<file path="config.mk">
export PLATFORM = sky130hd
export DESIGN_NAME = axi_to_stream_dma_2d
export DESIGN_NICKNAME = d
export VERILOG_FILES = /design/src/rtl/axi_to_stream_dma_2d.sv
export SDC_FILE = /design/constraint.sdc
export NUM_CORES = 1
export LEC_CHECK = 0
export CORE_ASPECT_RATIO = 1.1
export CORE_UTILIZATION = 45
export CTS_CLUSTER_SIZE = 12
export DETAILED_ROUTE_END_ITERATION = 12
export DONT_BUFFER_PORTS = 1
export HOLD_SLACK_MARGIN = 0.1
export PLACE_DENSITY = 0.67
export SLEW_MARGIN = 20
export SYNTH_ARGS = -nofsm -noshare
export SYNTH_HDL_FRONTEND = slang
export SYNTH_SLANG_ARGS = --single-unit
</file>
<file path="constraint.sdc">
create_clock -name clk -period 15.3 [get_ports clk]
set_input_delay 2.295 -clock clk [delete_from_list [all_inputs] [get_ports clk]]
set_output_delay 2.295 -clock clk [all_outputs]
set_load 0.05 [all_outputs]
</file>
<file path="src/rtl/axi_to_stream_dma_2d.sv">
// 2D frame fetcher: AXI4 read master that walks LINES x LINE_WORDS beats with a byte stride
// and forwards the read data as a packetised stream with SOP/EOL/EOP markers.
module axi_to_stream_dma_2d #(
  parameter int unsigned ADDR_WIDTH      = 32,
  parameter int unsigned DATA_WIDTH      = 32,
  parameter int unsigned BURST_LEN       = 16,
  parameter int unsigned MAX_OUTSTANDING = 4,
  parameter int unsigned LEN_WIDTH       = 16
) (
  input  logic                  clk,
  input  logic                  rst,
  output logic [ADDR_WIDTH-1:0] mst_axi_araddr,
  output logic [7:0]            mst_axi_arlen,
  output logic [2:0]            mst_axi_arsize,
  output logic [1:0]            mst_axi_arburst,
  output logic [3:0]            mst_axi_arid,
  output logic                  mst_axi_arvalid,
  input  logic                  mst_axi_arready,
  input  logic [DATA_WIDTH-1:0] mst_axi_rdata,
  input  logic [1:0]            mst_axi_rresp,
  input  logic                  mst_axi_rlast,
  input  logic                  mst_axi_rvalid,
  output logic                  mst_axi_rready,
  output logic [DATA_WIDTH-1:0] st_data,
  output logic                  st_valid,
  output logic                  st_startofpacket,
  output logic                  st_endofpacket,
  output logic                  st_endofline,
  input  logic                  st_ready,
  input  logic [4:0]            ctrl_address,
  input  logic                  ctrl_read,
  output logic [31:0]           ctrl_readdata,
  output logic                  ctrl_readdatavalid,
  input  logic                  ctrl_write,
  input  logic [31:0]           ctrl_writedata,
  output logic                  ctrl_waitrequest,
  output logic                  irq_frame
);
  localparam int unsigned BYTES = DATA_WIDTH / 8;
  localparam int unsigned OST_W = $clog2(MAX_OUTSTANDING + 1);

  typedef enum logic [1:0] {IDLE, REQ, DRAIN} state_t;
  state_t state_q, state_d;

  logic [ADDR_WIDTH-1:0] start_addr_q, stride_q, sh_stride_q, line_base_q, req_addr_q;
  logic [LEN_WIDTH-1:0]  line_words_q, lines_q, sh_lw_q, sh_lines_q;
  logic [LEN_WIDTH-1:0]  req_rem_q, req_line_q, beat_q, line_q;
  logic                  en_q, cont_q, err_q, last_seen_q;
  logic [15:0]           frame_cnt_q;
  logic [OST_W-1:0]      ost_q;

  logic        ar_hs_c, r_hs_c, rlast_hs_c, cfg_ok_c, line_end_c, last_req_c;
  logic        load_c, issue_c, done_c, abort_c, busy_c, eol_c, eop_c;
  logic [31:0] rem_c, beats_c;

  assign mst_axi_arsize   = 3'($clog2(BYTES));
  assign mst_axi_arburst  = 2'b01;
  assign mst_axi_arid     = 4'd0;
  assign ctrl_waitrequest = 1'b0;

  // Stream side is a straight pass-through of the R channel
  assign st_data          = mst_axi_rdata;
  assign st_valid         = mst_axi_rvalid;
  assign mst_axi_rready   = st_ready;
  assign eol_c            = mst_axi_rvalid && (beat_q == sh_lw_q - LEN_WIDTH'(1));
  assign eop_c            = eol_c && (line_q == sh_lines_q - LEN_WIDTH'(1));
  assign st_endofline     = eol_c;
  assign st_endofpacket   = eop_c;
  assign st_startofpacket = mst_axi_rvalid && (beat_q == '0) && (line_q == '0);

  assign ar_hs_c    = mst_axi_arvalid && mst_axi_arready;
  assign r_hs_c     = mst_axi_rvalid && st_ready;
  assign rlast_hs_c = r_hs_c && mst_axi_rlast;
  assign cfg_ok_c   = (line_words_q != '0) && (lines_q != '0);
  assign busy_c     = (state_q != IDLE) || (ost_q != '0);

  // Burst is clipped to the end of the current line
  assign rem_c      = 32'(req_rem_q);
  assign beats_c    = (rem_c > BURST_LEN) ? BURST_LEN : rem_c;
  assign line_end_c = (beats_c == rem_c);
  assign last_req_c = line_end_c && (req_line_q == sh_lines_q - LEN_WIDTH'(1));

  always_ff @(posedge clk or posedge rst) begin
    if (rst) state_q <= IDLE;
    else     state_q <= state_d;
  end

  always_comb begin
    state_d = state_q;
    load_c  = 1'b0;
    issue_c = 1'b0;
    done_c  = 1'b0;
    abort_c = 1'b0;
    unique case (state_q)
      IDLE: if (en_q && cfg_ok_c) begin
        state_d = REQ;
        load_c  = 1'b1;
      end
      REQ: begin
        if (mst_axi_arvalid) begin
          if (mst_axi_arready && last_req_c) state_d = DRAIN;
        end else if (!en_q) begin
          if (ost_q == '0) begin
            state_d = IDLE;
            abort_c = 1'b1;
          end
        end else if (ost_q < OST_W'(MAX_OUTSTANDING)) begin
          issue_c = 1'b1;
        end
      end
      DRAIN: if ((ost_q == '0) && last_seen_q) begin
        done_c = 1'b1;
        if (en_q && cont_q && cfg_ok_c) begin
          state_d = REQ;
          load_c  = 1'b1;
        end else begin
          state_d = IDLE;
        end
      end
      default: state_d = IDLE;
    endcase
  end

  // Address generation; AR fields only change when no request is pending
  always_ff @(posedge clk or posedge rst) begin
    if (rst) begin
      sh_lw_q         <= '0;
      sh_lines_q      <= '0;
      sh_stride_q     <= '0;
      line_base_q     <= '0;
      req_addr_q      <= '0;
      req_rem_q       <= '0;
      req_line_q      <= '0;
      mst_axi_arvalid <= 1'b0;
      mst_axi_araddr  <= '0;
      mst_axi_arlen   <= '0;
    end else if (load_c) begin
      sh_lw_q     <= line_words_q;
      sh_lines_q  <= lines_q;
      sh_stride_q <= stride_q;
      line_base_q <= start_addr_q;
      req_addr_q  <= start_addr_q;
      req_rem_q   <= line_words_q;
      req_line_q  <= '0;
    end else if (ar_hs_c) begin
      mst_axi_arvalid <= 1'b0;
      if (line_end_c) begin
        line_base_q <= line_base_q + sh_stride_q;
        req_addr_q  <= line_base_q + sh_stride_q;
        req_rem_q   <= sh_lw_q;
        req_line_q  <= req_line_q + LEN_WIDTH'(1);
      end else begin
        req_addr_q <= req_addr_q + ADDR_WIDTH'(beats_c * BYTES);
        req_rem_q  <= req_rem_q - LEN_WIDTH'(beats_c);
      end
    end else if (issue_c) begin
      mst_axi_arvalid <= 1'b1;
      mst_axi_araddr  <= req_addr_q;
      mst_axi_arlen   <= 8'(beats_c - 32'd1);
    end
  end

  always_ff @(posedge clk or posedge rst) begin
    if (rst) begin
      ost_q <= '0;
    end else if (ar_hs_c && !rlast_hs_c) begin
      ost_q <= ost_q + OST_W'(1);
    end else if (!ar_hs_c && rlast_hs_c && (ost_q != '0)) begin
      ost_q <= ost_q - OST_W'(1);
    end
  end

  // Beat/line position of the stream within the frame
  always_ff @(posedge clk or posedge rst) begin
    if (rst) begin
      beat_q      <= '0;
      line_q      <= '0;
      last_seen_q <= 1'b0;
    end else begin
      if (abort_c) begin
        beat_q <= '0;
        line_q <= '0;
      end else if (r_hs_c) begin
        if (eol_c) begin
          beat_q <= '0;
          line_q <= eop_c ? '0 : line_q + LEN_WIDTH'(1);
        end else begin
          beat_q <= beat_q + LEN_WIDTH'(1);
        end
      end
      if (load_c)              last_seen_q <= 1'b0;
      else if (r_hs_c && eop_c) last_seen_q <= 1'b1;
    end
  end

  // Control registers; a single-shot frame clears enable when it completes
  always_ff @(posedge clk or posedge rst) begin
    if (rst) begin
      start_addr_q       <= '0;
      line_words_q       <= '0;
      lines_q            <= '0;
      stride_q           <= '0;
      en_q               <= 1'b0;
      cont_q             <= 1'b0;
      err_q              <= 1'b0;
      frame_cnt_q        <= '0;
      irq_frame          <= 1'b0;
      ctrl_readdata      <= '0;
      ctrl_readdatavalid <= 1'b0;
    end else begin
      irq_frame <= done_c;
      if (done_c) frame_cnt_q <= frame_cnt_q + 16'd1;
      if (done_c && !cont_q) en_q <= 1'b0;
      if (ctrl_write) begin
        unique case (ctrl_address)
          5'h00: start_addr_q <= ADDR_WIDTH'(ctrl_writedata);
          5'h04: line_words_q <= LEN_WIDTH'(ctrl_writedata);
          5'h08: lines_q      <= LEN_WIDTH'(ctrl_writedata);
          5'h0C: stride_q     <= ADDR_WIDTH'(ctrl_writedata);
          5'h10: begin
            en_q   <= ctrl_writedata[0];
            cont_q <= ctrl_writedata[1];
            if (ctrl_writedata[2]) err_q <= 1'b0;
          end
          default: ;
        endcase
      end
      if (r_hs_c && (mst_axi_rresp != 2'b00)) err_q <= 1'b1;
      ctrl_readdatavalid <= ctrl_read;
      ctrl_readdata      <= '0;
      if (ctrl_read) begin
        unique case (ctrl_address)
          5'h00:   ctrl_readdata <= 32'(start_addr_q);
          5'h04:   ctrl_readdata <= 32'(line_words_q);
          5'h08:   ctrl_readdata <= 32'(lines_q);
          5'h0C:   ctrl_readdata <= 32'(stride_q);
          5'h10:   ctrl_readdata <= {30'd0, cont_q, en_q};
          5'h14:   ctrl_readdata <= {frame_cnt_q, 14'd0, err_q, busy_c};
          default: ctrl_readdata <= '0;
        endcase
      end
    end
  end
endmodule

</file>
==> flow_summary.json <==
{
  "status": "complete, no violations",
  "antenna_found_initial": 0,
  "cts.repair.resized": 0,
  "path_delay_family": "simple AND/OR/NAND/NOR gates",
  "cp_num_buf_inv": 1,
  "fin_area_um2": 22800,
  "synth.distinct_cells": 80,
  "fmax_ghz": 0.159,
  "hold_violations": 0,
  "wl_per_cell_um": 21.2,
  "maxSlewViolCount": 0,
  "diodes": 0,
  "p_per_area_nw_per_um2": 195,
  "netlist.top_cell.by_area": "dfrtp_1",
  "cts_buffers": 45,
  "multi_input_comb_area_um2": 10500,
  "die-area_um2": 47600,
  "finalSetupViolations": 0,
  "die_x_um": 208,
  "min_period_ns": 6.28,
  "cp_cell_sequence": "nand3_1, or3_1, nor4_1, nand4_1, nor4_2, buf_6",
  "crit_fanout": 7,
  "yosys.area_share.xor_xnor": 0.0626,
  "die_height_um": 229,
  "grt_util_all_layers": 0.244,
  "ys_warn_count": 0,
  "tns_ns": 0,
  "grt_start_max_net_pins": 117,
  "clock_path_buffers": 3,
  "finClkSkew_ns": 0.0311,
  "rows": 82,
  "nFillCells": 4134,
  "setup_ws_ns": 9.02,
  "start_kind": "input port",
  "pre_cts_ws_ns": 8.97,
  "layout-drive-gt1-share": 0.123,
  "placed_cell_area_um2": 21300,
  "gp_congestion": 0.918,
  "instances_no_fill": 2729,
  "clkSinkCount": 388,
  "post-route-drc-count": 0,
  "dp.final_hpwl_um": 41800,
  "tightest_slew_ns": 1.08,
  "finalPower_mw": 4.44,
  "syn_to_final_growth_pct": 8.43,
  "cts_root_buf": "clkbuf_16",
  "drtPass1Iterations": 5,
  "grt_pass1_wl_um": 91200,
  "synth_top_family_by_area": "simple AND/OR/NAND/NOR gates",
  "ys_seq_elements": 388,
  "ys_async_sr_fraction": 1.00,
  "syn_area_per_cell_um2": 9.75,
  "synth-compound-area-share": 0.129,
  "final_common_cell": "dfrtp_1",
  "worstPathArrival_ns": 3.98,
  "clk_latency_ns": 0.60,
  "slew_headroom": 0.262,
  "synthSimpleGateAreaFrac": 0.180,
  "viasPerCell": 5.91,
  "p_leak_nw": 10.5,
  "yosysSeqAreaShare": 0.462,
  "final_net_count": 2244,
  "hold_buffers": 0,
  "peakVddDrop_mv": 0.139,
  "cap_violations": 0,
  "syn_area_um2": 21000,
  "cts_setup_buffers": 0,
  "first_iter_violations": 1224,
  "synthMuxAreaShare": 0.0867,
  "synthCells": 2157,
  "cp.required_ns": 13.01,
  "synth_ff_type": "dfrtp_1",
  "path_clk_slew_ns": 0.06,
  "vias": 16100,
  "fin_crit_sh": 0.410,
  "yosys-top-cells-area": "dfrtp_1 (46%), mux2_2 (7.0%), nand2_1 (6.2%), ha_1 (3.3%), xnor2_1 (3.0%)",
  "grt_remaining_overflow": 0,
  "antenna_left": 0,
  "cpMaxStageDelayCell": "nor4_2",
  "drt-total-wl_um": 57900,
  "hold_class": "reg2reg",
  "io_pins": 201,
  "port-buffer-count": 0,
  "slowest_delay_ns": 0.47,
  "final_cell_mix": "dfrtp_1 (388), nand2_1 (348), mux2_2 (130)",
  "place_inst": 2647,
  "synth-edff-count": 0,
  "cts_tree": "done",
  "grt_setup_unrepaired": "false",
  "layout.area.seq_um2": 9710,
  "critPathKind": "in2out",
  "initial_core_util": 0.459,
  "grt_pass1_vias": 16000,
  "synthAdderAreaFrac": 0.0360,
  "htreeDepth": 2,
  "core_area_um2": 45900,
  "end_kind": "output pin",
  "synth.top_cell.area_share": 0.462
}
[sequential cells by signal (all words and copies together) (netlist names), 32 cells and up]
register,cells
req_addr_q,32
start_addr_q,32
ctrl_readdata,32
sh_stride_q,32
stride_q,32
mst_axi_araddr,32
line_base_q,32
[through the flow]
step	hold slack, ns	utilization
6_report	0.467	0.497
5_1_grt	0.480	0.497
4_1_cts	0.471	0.497
3_5_place_dp	0.459	0.465
3_3_place_gp	0.456	0.465
2_1_floorplan	0.441	-
[worst paths after layout]
path,start,end,slack (ns),cells past startpoint
max,mst_axi_rvalid,st_endofpacket,9.02,6
min in group asynchronous,rst,frame_cnt_q[5],1.73,1
max reg2reg,req_rem_q[10],req_addr_q[31],10.64,15
min reg2reg,frame_cnt_q[15],frame_cnt_q[15],0.47,1
min,frame_cnt_q[15],frame_cnt_q[15],0.47,1
max in group asynchronous,rst,mst_axi_arlen[7],12.06,2
[cells by family after synthesis]
family | count (synthesis)
AO/OA/AOI/OAI | 426
XOR/XNOR | 144
adder cells (fa/ha/maj) | 59
buffers and inverters | 188
flip-flops | 388
multiplexers | 156
other | 2
AND/OR/NAND/NOR | 794
[worst register-to-register path, delay by kind of cell (launching register included)]
family	cells	cell delay, ns
simple gates	6	1.79
flops	1	0.42
compound gates	6	1.80
buf+inv	1	0.11
fa+ha+maj	1	0.24
mux	1	0.20
[cell type report]
class	count	share of cell area
inverter	47	0.00806
sequential	388	0.426
timing repair buffer	25	0.00894
multi-input combinational	1600	0.461
clock inverter	14	0.00861
tap	588	0.0323
clock buffer	67	0.0552
[per-layer routing]
metal / vias to the layer above / part of all wire / track usage
li1: 7509 / - / -
met1: 8015 / 0.40 / 0.300
met2: 475 / 0.50 / 0.421
met3: 119 / 0.055 / 0.0400
met4: 0 / 0.042 / 0.110
met5: - / 0 / 0
[report_power, final]
group | internal, mW | switching [mW] | total [mW]
clock network | 0.624 | 0.438 | 1.06
logic | 0.684 | 0.901 | 1.59
registers | 1.31 | 0.484 | 1.79
[cells in the mapped netlist, drive strengths merged (4+ instances only)]
master   number
a2111oi       4
a211o         5
a211oi       10
a21boi       10
a21o         18
a21oi       100
a221oi        4
a22o         18
a22oi        33
a311oi        4
a31o          4
a31oi        23
and2         13
and3         41
and4          7
buf          69
clkbuf       72
dfrtp       388
ha           55
inv          47
mux2        130
mux2i        18
mux4          8
nand2       349
nand2b       13
nand3        48
nand4        43
nor2        126
nor2b        31
nor3         43
nor4         30
o211ai       14
o21a          9
o21ai       115
o21bai        8
o22a          4
o22ai        16
o31ai         7
or2           9
or3          23
or4           9
xnor2        72
xnor3         4
xor2         68
Power figures use the tool's default switching activity.
